## config.mk

```make
export PLATFORM = sky130hd
export DESIGN_NAME = regfile_wb_arbiter_flat
export DESIGN_NICKNAME = d
export VERILOG_FILES = /design/src/rtl/regfile_wb_arbiter_if.sv /design/src/rtl/regfile_wb_arbiter.sv /design/src/flat_wrapper.sv
export SDC_FILE = /design/constraint.sdc
export NUM_CORES = 1
export LEC_CHECK = 0
export CORE_ASPECT_RATIO = 1.75
export CORE_MARGIN = 4
export CORE_UTILIZATION = 38
export CTS_CLUSTER_DIAMETER = 30
export DETAILED_ROUTE_END_ITERATION = 8
export PLACE_DENSITY = 0.9
export SYNTH_ARGS = -nofsm -noshare
export SYNTH_HDL_FRONTEND = slang
export SYNTH_SLANG_ARGS = --single-unit
```

## constraint.sdc

```tcl
create_clock -name clk -period 1.4 [get_ports clk]
set_input_delay 0.14 -clock clk [delete_from_list [all_inputs] [get_ports clk]]
set_output_delay 0.14 -clock clk [all_outputs]
set_load 0.01 [all_outputs]
```

## src/rtl/regfile_wb_arbiter_if.sv

```systemverilog
// Writeback bus between the two register-file writers, the arbiter and the register file write port.
// The arbiter side uses the slave modport; the requester/register-file side uses the master modport.
interface regfile_wb_arbiter_if #(
    parameter int ADDR_WIDTH = 5,
    parameter int DATA_WIDTH = 32
);
    logic                  req0_valid;
    logic                  req0_ready;
    logic [ADDR_WIDTH-1:0] req0_addr;
    logic [DATA_WIDTH-1:0] req0_data;
    logic                  req1_valid;
    logic                  req1_ready;
    logic [ADDR_WIDTH-1:0] req1_addr;
    logic [DATA_WIDTH-1:0] req1_data;
    logic                  rf_wen;
    logic [ADDR_WIDTH-1:0] rf_waddr;
    logic [DATA_WIDTH-1:0] rf_wdata;
    logic                  last_grant;

    modport master (
        output req0_valid, req0_addr, req0_data,
        output req1_valid, req1_addr, req1_data,
        input  req0_ready, req1_ready,
        input  rf_wen, rf_waddr, rf_wdata, last_grant
    );

    modport slave (
        input  req0_valid, req0_addr, req0_data,
        input  req1_valid, req1_addr, req1_data,
        output req0_ready, req1_ready,
        output rf_wen, rf_waddr, rf_wdata, last_grant
    );
endinterface

```

## src/rtl/regfile_wb_arbiter.sv

```systemverilog
// Two-requester writeback arbiter for the register file write port; registered write, r0 writes dropped.
// Define RF_WB_ARB_STATS_EN to add the saturating conflict_cnt output.
module regfile_wb_arbiter #(
    parameter int ADDR_WIDTH = 5,
    parameter int DATA_WIDTH = 32,
    parameter int FIXED_PRIO = 0
) (
    input  logic                 clk,
    input  logic                 rst,
`ifdef RF_WB_ARB_STATS_EN
    regfile_wb_arbiter_if.slave  io_wb,
    output logic [15:0]          conflict_cnt
`else
    regfile_wb_arbiter_if.slave  io_wb
`endif
);

    logic                  w_gnt0_p0;
    logic                  w_gnt1_p0;
    logic                  w_any_p0;
    logic                  w_r0_wins_tie_p0;
    logic [ADDR_WIDTH-1:0] w_addr_p0;
    logic [DATA_WIDTH-1:0] w_data_p0;

    logic                  r_wen_p1;
    logic [ADDR_WIDTH-1:0] r_waddr_p1;
    logic [DATA_WIDTH-1:0] r_wdata_p1;
    logic                  r_last_grant;

    // Stage p0: combinational grant; a tie goes to req0 under fixed priority or when req1 won last.
    always_comb begin
        w_r0_wins_tie_p0 = (FIXED_PRIO != 0) || r_last_grant;
        w_gnt0_p0 = !rst && io_wb.req0_valid && (!io_wb.req1_valid || w_r0_wins_tie_p0);
        w_gnt1_p0 = !rst && io_wb.req1_valid && !(io_wb.req0_valid && w_r0_wins_tie_p0);
        w_any_p0  = w_gnt0_p0 || w_gnt1_p0;
        w_addr_p0 = w_gnt1_p0 ? io_wb.req1_addr : io_wb.req0_addr;
        w_data_p0 = w_gnt1_p0 ? io_wb.req1_data : io_wb.req0_data;
    end

    assign io_wb.req0_ready = w_gnt0_p0;
    assign io_wb.req1_ready = w_gnt1_p0;

    // Stage p1: registered write port; a write to register 0 is accepted but never enabled.
    always_ff @(posedge clk) begin
        if (rst) begin
            r_wen_p1     <= 1'b0;
            r_waddr_p1   <= '0;
            r_wdata_p1   <= '0;
            r_last_grant <= 1'b1;
        end else if (w_any_p0) begin
            r_wen_p1     <= (w_addr_p0 != '0);
            r_waddr_p1   <= w_addr_p0;
            r_wdata_p1   <= w_data_p0;
            r_last_grant <= w_gnt1_p0;
        end else begin
            r_wen_p1     <= 1'b0;
        end
    end

    assign io_wb.rf_wen     = r_wen_p1;
    assign io_wb.rf_waddr   = r_waddr_p1;
    assign io_wb.rf_wdata   = r_wdata_p1;
    assign io_wb.last_grant = r_last_grant;

`ifdef RF_WB_ARB_STATS_EN
    logic [15:0] r_conflict_cnt;

    always_ff @(posedge clk) begin
        if (rst) begin
            r_conflict_cnt <= '0;
        end else if (io_wb.req0_valid && io_wb.req1_valid && (r_conflict_cnt != 16'hFFFF)) begin
            r_conflict_cnt <= r_conflict_cnt + 16'd1;
        end
    end

    assign conflict_cnt = r_conflict_cnt;
`endif

endmodule

```

## src/flat_wrapper.sv

```systemverilog
// flat-port wrapper written by rule: the top's interface ports become plain ports
module regfile_wb_arbiter_flat 
#(
    parameter int ADDR_WIDTH = 5,
    parameter int DATA_WIDTH = 32,
    parameter int FIXED_PRIO = 0
)
  (clk, rst, io_wb_req0_valid, io_wb_req0_addr, io_wb_req0_data, io_wb_req1_valid, io_wb_req1_addr, io_wb_req1_data, io_wb_req0_ready, io_wb_req1_ready, io_wb_rf_wen, io_wb_rf_waddr, io_wb_rf_wdata, io_wb_last_grant);
  regfile_wb_arbiter_if #(.ADDR_WIDTH(ADDR_WIDTH), .DATA_WIDTH(DATA_WIDTH)) io_wb_i ();
  input  logic clk;
  input  logic rst;
  input wire logic [$bits(io_wb_i.req0_valid)-1:0] io_wb_req0_valid;
  input wire logic [$bits(io_wb_i.req0_addr)-1:0] io_wb_req0_addr;
  input wire logic [$bits(io_wb_i.req0_data)-1:0] io_wb_req0_data;
  input wire logic [$bits(io_wb_i.req1_valid)-1:0] io_wb_req1_valid;
  input wire logic [$bits(io_wb_i.req1_addr)-1:0] io_wb_req1_addr;
  input wire logic [$bits(io_wb_i.req1_data)-1:0] io_wb_req1_data;
  output wire logic [$bits(io_wb_i.req0_ready)-1:0] io_wb_req0_ready;
  output wire logic [$bits(io_wb_i.req1_ready)-1:0] io_wb_req1_ready;
  output wire logic [$bits(io_wb_i.rf_wen)-1:0] io_wb_rf_wen;
  output wire logic [$bits(io_wb_i.rf_waddr)-1:0] io_wb_rf_waddr;
  output wire logic [$bits(io_wb_i.rf_wdata)-1:0] io_wb_rf_wdata;
  output wire logic [$bits(io_wb_i.last_grant)-1:0] io_wb_last_grant;
  assign io_wb_i.req0_valid = io_wb_req0_valid;
  assign io_wb_i.req0_addr = io_wb_req0_addr;
  assign io_wb_i.req0_data = io_wb_req0_data;
  assign io_wb_i.req1_valid = io_wb_req1_valid;
  assign io_wb_i.req1_addr = io_wb_req1_addr;
  assign io_wb_i.req1_data = io_wb_req1_data;
  assign io_wb_req0_ready = io_wb_i.req0_ready;
  assign io_wb_req1_ready = io_wb_i.req1_ready;
  assign io_wb_rf_wen = io_wb_i.rf_wen;
  assign io_wb_rf_waddr = io_wb_i.rf_waddr;
  assign io_wb_rf_wdata = io_wb_i.rf_wdata;
  assign io_wb_last_grant = io_wb_i.last_grant;
  regfile_wb_arbiter #(.ADDR_WIDTH(ADDR_WIDTH), .DATA_WIDTH(DATA_WIDTH), .FIXED_PRIO(FIXED_PRIO)) u_core (.clk(clk), .rst(rst), .io_wb(io_wb_i));
endmodule
```

# Word level (Yosys, flattened, before mapping)
# Index checks and enable logic that the tools add are counted.
[word_totals] regBits=39 out_inout_bits=41
[classes] n_mux=2 bitwise_logic=1 reduce_logical=12
[ops] op="$mux 32" n=1
[ops] op="$logic_and 1x1->1" n=5
[ops] op="$mux 5" n=1
[ops] op="$reduce_bool 5->1" n=1
[ops] op="$logic_not 1->1" n=3
[ops] op="$logic_or 1x1->1" n=2
[ops] op="$reduce_or 2->1" n=1
[ops] op="$not 1->1" n=1

# Longest topological paths before layout
# Gate-level depths: netlist of the first run.
[logic_depth] word_depth=6 depth_mapped=5 mapped_depth_nobuf=3

# Worst setup path after synthesis of the first run
# Ideal clock, no wire load.
[synth_timing] path_type="register to register" startpoint="reg u_core.r_last_grant (netlist: u_core.io_wb.last_grant)" endpoint="reg u_core.r_wdata_p1[8] (netlist: u_core.io_wb.rf_wdata[8])" arrival_ns=1.242 setup_slack_ns=0.036 stages_incl_launch_ff=5 cell_sequence="dfxtp_1 nand2_1 and3b_1 clkbuf_1 a221o_1"
[synth_between] elab_chain_len=4 word_cells_on_any_way=7
[synth_rtl] element="from (decl)" line_no="regfile_wb_arbiter.sv:28" rtl="logic r_last_grant;"
[synth_rtl] element="from (signal assigned)" line_no="regfile_wb_arbiter.sv:54" rtl="r_last_grant <= w_gnt1_p0;"
[synth_rtl] element="$logic_and 1x1->1 *" line_no="regfile_wb_arbiter.sv:34" rtl="w_gnt1_p0 = !rst && io_wb.req1_valid && !(io_wb.req0_valid && w_r0_wins_tie_p0);"
[synth_rtl] element="$logic_not 1->1 *" line_no="regfile_wb_arbiter.sv:34"
[synth_rtl] element="$logic_and 1x1->1 *" line_no="regfile_wb_arbiter.sv:34"
[synth_rtl] element="via io_wb_req1_ready" line_no="flat_wrapper.sv:19" rtl="output wire logic [$bits(io_wb_i.req1_ready)-1:0] io_wb_req1_ready;"
[synth_rtl] element="$mux 32 or $logic_or 1x1->1 (tied branches)" line_no="regfile_wb_arbiter.sv:37, regfile_wb_arbiter.sv:35"
[synth_rtl] element="to (signal assigned)" line_no="regfile_wb_arbiter.sv:53" rtl="r_wdata_p1 <= w_data_p0;"
[synth_rtl] element="to (decl)" line_no="regfile_wb_arbiter.sv:27" rtl="logic [DATA_WIDTH-1:0] r_wdata_p1;"
# The timed path passes the listed nets; every way through them passes the cells marked *.
# A chain may end at the register's enable or synchronous reset.

# Worst setup path in the final report of the first run
[layout_timing] startpoint="reg u_core.r_last_grant (netlist: u_core.io_wb.last_grant)" endpoint="reg u_core.r_wdata_p1[13] (netlist: u_core.io_wb.rf_wdata[13])"
[layout_between] elab_chain_len=4 word_cells_on_any_way=7
[layout_rtl] element="$logic_and 1x1->1" line_no="regfile_wb_arbiter.sv:34"
[layout_rtl] element="$logic_not 1->1" line_no="regfile_wb_arbiter.sv:34"
[layout_rtl] element="$logic_and 1x1->1" line_no="regfile_wb_arbiter.sv:34"
[layout_rtl] element="$mux 32 or $logic_or 1x1->1 (tied branches)" line_no="regfile_wb_arbiter.sv:37, regfile_wb_arbiter.sv:35"
# Parallel ways exist; a longest one is shown, timed or not.

==> results of run 1 <==
## state kept, by name (all words and copies together) (netlist names)
register and flops:
u_core.io_wb.last_grant 1, u_core.io_wb.rf_waddr 5, u_core.io_wb.rf_wdata 32, u_core.io_wb.rf_wen 1
## kinds of logic after synthesis
family                 Yosys count  synth area share [%]
buffers and inverters           62                 14.37
DFF                             39                 39.00
AOI/OAI and AO/OA               78                 44.13
and+or+nand+nor                  9                 2.500
## area by class of cell
| cell class | instances | area share [%] |
|---|---|---|
| timing repair buffer | 138 | 39.00 |
| multi-input combinational | 87 | 28.36 |
| sequential | 39 | 22.87 |
| inverter | 39 | 4.281 |
| clock buffer | 6 | 2.415 |
| tap | 54 | 1.976 |
| clock inverter | 2 | 1.025 |
| antenna | 1 | 0.07318 |
## stage by stage
stage                     utilization, %  TNS (ns)  hold slack, ns  worst slack [ns]
after global routing               68.12  -0.02201          0.2622          -0.01629
final                              68.12         0          0.2368           0.05570
after detailed placement           65.55    -12.67          0.4714           -0.4811
after global placement             65.55    -11.03          0.4694           -0.4393
after CTS                          67.82         0          0.2357           0.03211
after floorplan                        -         0          0.2404           0.03603
## worst max-delay path by stage
| stage | to | slack, ns | cells after the start |
|---|---|---|---|
| finish | u_core.io_wb.rf_wdata[13] | 0.06 | 4 |
| global placement | io_wb_req0_ready | -0.44 | 5 |
| global route | u_core.io_wb.rf_wdata[13] | -0.02 | 4 |
| detailed placement | io_wb_req0_ready | -0.48 | 5 |
| CTS | io_wb_req1_ready | 0.03 | 3 |
| floorplan | u_core.io_wb.rf_wdata[8] | 0.04 | 4 |
## power by group
| part | total [uW] | internal [uW] | switching, uW |
|---|---|---|---|
| clock | 968 | 577 | 391 |
| combinational | 876 | 518 | 359 |
| sequential | 1270 | 1210 | 56.3 |
## per-layer routing
metal	up-vias	wire (um)	global-route usage, %
met3	33	316	4.108
met1	992	2577	22.78
met5	-	0	0
met4	0	445	15.01
li1	992	-	-
met2	99	3583	36.96
## tightest hold or removal path, stage by stage
cell and delay, ns:
buf_2 0.13, buf_4 0.13, a21oi_1 0.04, o21ai_0 0.05
## cells in the mapped netlist
cell type | instances | share of area [%]
nor2_1 | 3 | 0.56
nand2_1 | 2 | 0.38
a2111oi_1 | 4 | 2.0
dfxtp_1 | 39 | 39
a2111oi_0 | 8 | 3.5
buf_2 | 10 | 2.5
inv_1 | 39 | 7.3
buf_6 | 5 | 2.8
a21oi_1 | 1 | 0.25
buf_4 | 1 | 0.38
or4_1 | 1 | 0.38
a2111oi_2 | 25 | 19
buf_1 | 2 | 0.38
and3b_1 | 1 | 0.44
clkbuf_2 | 1 | 0.25
o2bb2ai_1 | 1 | 0.44
o21ai_0 | 1 | 0.25
nor3_1 | 1 | 0.25
a221o_1 | 37 | 19
a211o_1 | 1 | 0.44
nor3_2 | 1 | 0.50
clkbuf_1 | 4 | 0.75
## what timing repair did
action,in CTS,in global routing
gates resized for setup,11,6
pin swaps,1,0
setup endpoints to repair,25,5
gates cloned,0,0
==> results.yml, run 1 <==
run_status:
  outcome: "finished, final reports clean"
timing:
  finalCritPeriodShare_pct: 96.02
  finalSetupViolCount: 0
  tightest_slew_ns: 0.4907
  max_freq_mhz: 743.9
  rsz0062_at_grt: "yes"
  maxSlewHeadroom_pct: 67.29
  hold_viol: 0
  finalCriticalPeriod_ns: 1.344
  slew_violations: 0
  finalClockSkew_ns: 0.009770
cts:
  clkSinkCount: 39
  cts_buffers: 5
  root_buffer: "clkbuf_8"
  postCtsHoldBufs: 0
  post-cts-setup-buffer-count: 0
  clock_latency_ns: 0.29
  htreeDepth: 2
  clkTransAtPathRegs_ns: 0.08
  cts_tree: "done"
  cts_buffer_depth: 2
detailed_routing:
  viasPerCell: 5.781
  postRouteAntennaNets: 0
  drc: 0
  wire_per_inst_um: 18.91
  vias: 2116
  drt_iter0_markers: 117
  first_pass_iters: 5
  routed_wl_mm: 6.922
synthesis:
  syn_inst: 188
  yosysUniqueCellTypes: 22
  syn_nets: 266
  ys.warnings.count: 0
  synth-seq-area-share_pct: 39.00
  synth_seq_cells: 39
  avgSynthCellArea_um2: 10.65
  syn_area_mm2: 0.002002
critical_path:
  endpoint_kind: "flop"
  crit-reg2reg-launch: "u_core.io_wb.last_grant"
  max_stage_delay_ns: 0.37
  startpoint: "u_core.io_wb.last_grant"
  critPathMaxFanout: 11
  r2r_cells: 4
  cp_cell_sequence: "nand2_2 -> and3b_2 -> buf_4 -> a221o_1"
  worstPathRequired_ns: 1.57
  cp_data_arrival_time_ns: 1.52
  worst-path-buf-inv: 1
  cp-start-kind: "flop"
  critPathSlowestCell: "a221o_1"
  worst-setup-path-type: "flop to flop"
  crit_family: "compound AO/OA/AOI/OAI gates"
  r2r_end: "u_core.io_wb.rf_wdata[13]"
  reg2reg_slack_ns: 0.06
layout:
  area_growth_pct: 70.81
  final_area_mm2: 0.003420
  multi_input_area_um2: 969.7
  fin_nets: 388
  instances_no_fill: 366
  fillers: 391
  drive_gt1_share_pct: 20.90
  final_common_cell: "clkdlybuf4s50_1"
  ff_latch_area_um2: 782.0
  layout_common_cells: "112 x clkdlybuf4s50_1, 39 x inv_1, 38 x dfxtp_1"
die:
  die_area_mm2: 0.006539
  core_area_mm2: 0.005020
  start_util_pct: 39.88
  io_pins: 119
  rows: 34
  die_w_um: 62.87
  die_y_um: 104.0
hold_path:
  holdCritStartpoint: "rst"
  hold_path.class: "input port to flop"
  min_path_cells: 4
  hold_path_end: "u_core.io_wb.last_grant"
power_and_ir_drop:
  vdd_drop_max_mv: 0.5537
  powerDensity_mw_per_mm2: 910.1
  leakage_uw: 0.001355
  finalPower_uw: 3112
global_routing:
  antenna_found_initial: 1
  grt.overflow.total: 0
  grt_max_degree: 32
  grt_pass1_wl_mm: 11.18
  grt_use_total_pct: 21.41
  grt_pass1_vias: 2262
placement:
  dpl.cell_count: 357
  dpl.hpwl_mm: 5.144
  port_buffers: 118
  postPlaceCellArea_mm2: 0.003291
  gp_congestion: 0.7355
job:
  maxCapViolCount: 0
Note: power is estimated with default switching activity, not from simulation.
==> inputs of run 2 (changes only) <==
--- a/config.mk
+++ b/config.mk
@@ -10,6 +10,7 @@
 export CORE_UTILIZATION = 38
 export CTS_CLUSTER_DIAMETER = 30
 export DETAILED_ROUTE_END_ITERATION = 8
+export GPL_ROUTABILITY_DRIVEN = 0
 export PLACE_DENSITY = 0.9
 export SYNTH_ARGS = -nofsm -noshare
 export SYNTH_HDL_FRONTEND = slang
==> results of run 2 <==
No change in the layout: final DEF, timing and power equal those of run 1.
==> inputs of run 3 (changes only) <==
--- a/config.mk
+++ b/config.mk
@@ -5,7 +5,7 @@
 export SDC_FILE = /design/constraint.sdc
 export NUM_CORES = 1
 export LEC_CHECK = 0
-export CORE_ASPECT_RATIO = 1.75
+export CORE_ASPECT_RATIO = 0.9
 export CORE_MARGIN = 4
 export CORE_UTILIZATION = 38
 export CTS_CLUSTER_DIAMETER = 30
==> results.yml, run 3 (synthesis gave the netlist of run 1 again) <==
layout:
  instances_no_fill: 373
  drive_gt1_share_pct: 20.45
  fin_nets: 385
  final_area_mm2: 0.003401
  largest_reg_flops: 32
  area_growth_pct: 69.87
  final_common_cell: "clkdlybuf4s50_1"
  layout_common_cells: "112 x clkdlybuf4s50_1, 39 x inv_1, 38 x dfxtp_1"
  diodes: 0
  fillers: 399
  utilization_pct: 68.22
placement:
  postPlaceCellArea_mm2: 0.003257
  dpl.hpwl_mm: 4.889
  dpl.cell_count: 365
  port_buffers: 118
cts:
  clkTransAtPathRegs_ns: 0.07
  post-cts-setup-buffer-count: 0
  clkSinkCount: 39
  htreeDepth: 2
  cts_tree: "done"
  postCtsHoldBufs: 0
  cts_buffer_depth: 2
  cts_buffers: 5
  root_buffer: "clkbuf_8"
  clock_latency_ns: 0.28
critical_path:
  max_stage_delay_ns: 0.48
  cp_data_arrival_time_ns: 1.61
  critical_path_depth: 4
  cp_cell_sequence: "nand2_4 -> buf_4 -> a2111oi_1 -> a221o_1"
  critPathMaxFanout: 22
  worst-path-buf-inv: 1
  worstPathRequired_ns: 1.63
  critPathSlowestCell: "a2111oi_1"
  crit_family: "compound AO/OA/AOI/OAI gates"
  endpoint_kind: "flop"
  cp-start-kind: "flop"
  r2r_cells: 4
  worst-setup-path-type: "flop to flop"
die:
  start_util_pct: 40.16
  die_w_um: 84.51
  die_y_um: 76.86
  die_area_mm2: 0.006495
  io_pins: 119
  rows: 24
  core_area_mm2: 0.004985
timing:
  finalSetupViolCount: 0
  setup_tns_ns: 0
  finalClockSkew_ns: 0.003637
  tightest_slew_ns: 0.4195
  finalCritPeriodShare_pct: 98.60
  hold_viol: 0
  rsz0062_at_grt: "yes"
  slew_violations: 0
  hold_slack_ns: 0.1732
  max_freq_mhz: 724.5
  finalCriticalPeriod_ns: 1.380
  maxSlewHeadroom_pct: 72.03
power_and_ir_drop:
  clockPowerShare_pct: 27.6
  p_switching_uw: 779.6
  leakage_uw: 0.001332
  swShare_pct: 26.39
  power_frac_seq_pct: 43.0
  powerDensity_mw_per_mm2: 868.7
  share_comb_of_total_power_pct: 29.4
  internal-power_uw: 2175
  vdd_drop_max_mv: 0.4513
detailed_routing:
  viasPerCell: 5.547
  wl_met2_mm: 3.279
  drc: 0
  wl_met1_mm: 2.732
  first_pass_iters: 6
  routed_wl_mm: 6.572
  met3WireLength_um: 510
  postRouteAntennaNets: 0
  vias: 2069
  wire_per_inst_um: 17.62
  maxUsedRoutingLayer: "met4"
  drt_iter0_markers: 72
hold_path:
  hold_path.class: "input port to flop"
  min_path_cells: 3
run_status:
  outcome: "finished, final reports clean"
job:
  maxCapViolCount: 0
global_routing:
  grt_use_total_pct: 19.24
  grt_pass1_vias: 2067
  grt_max_degree: 38
  antenna_found_initial: 0
  grt.overflow.total: 0
  grt_pass1_wl_mm: 10.28
run 3: per-layer routing:
| layer | GRT usage (%) | vias to the layer above |
|---|---|---|
| li1 | - | 983 |
| met1 | 23.85 | 995 |
| met2 | 32.63 | 84 |
| met3 | 6.002 | 7 |
| met4 | 4.272 | 0 |
| met5 | 0 | - |
run 3: worst min-delay path: stages:
cell and delay (ns):
buf_2 0.17, a21oi_1 0.05, o21ai_0 0.06
run 3: worst paths after layout:
path                                                from                   endpoint  slack (ns)
worst max-delay path             u_core.io_wb.last_grant  u_core.io_wb.rf_wdata[19]        0.02
worst min-delay path                                 rst    u_core.io_wb.last_grant        0.17
worst max register to register   u_core.io_wb.last_grant  u_core.io_wb.rf_wdata[19]        0.02
worst min register to register  u_core.io_wb.rf_wdata[0]   u_core.io_wb.rf_wdata[0]        0.49
run 3: final cells by class:
| cell class | instances | area (um2) | area share [%] |
|---|---|---|---|
| inverter | 39 | 146.4 | 4.305 |
| multi-input combinational | 87 | 993.5 | 29.21 |
| timing repair buffer | 135 | 1297 | 38.15 |
| tap | 65 | 81.33 | 2.391 |
| sequential | 39 | 782.0 | 22.99 |
| clock buffer | 8 | 100.1 | 2.943 |
run 3: what timing repair did:
item | in CTS | in global routing
pin swaps | 1 | 0
resized for setup | 11 | 16
setup endpoints to repair | 40 | 14
run 3: metrics by stage:
stage | total power [uW] | worst slack [ns]
floorplan | 1640 | 0.03603
global placement | 2123 | -0.4954
detailed placement | 2145 | -0.5342
CTS | 2961 | 0.03770
global route | 3090 | -0.09384
finish | 2954 | 0.01967
run 3: power by group through the flow:
stage | sequential [uW] | combinational (uW) | clock, uW
floorplan | 1330 | 307 | 0
global placement | 1290 | 835 | 0
detailed placement | 1290 | 854 | 0
global route | 1280 | 930 | 877
CTS | 1270 | 853 | 838
finish | 1270 | 869 | 815
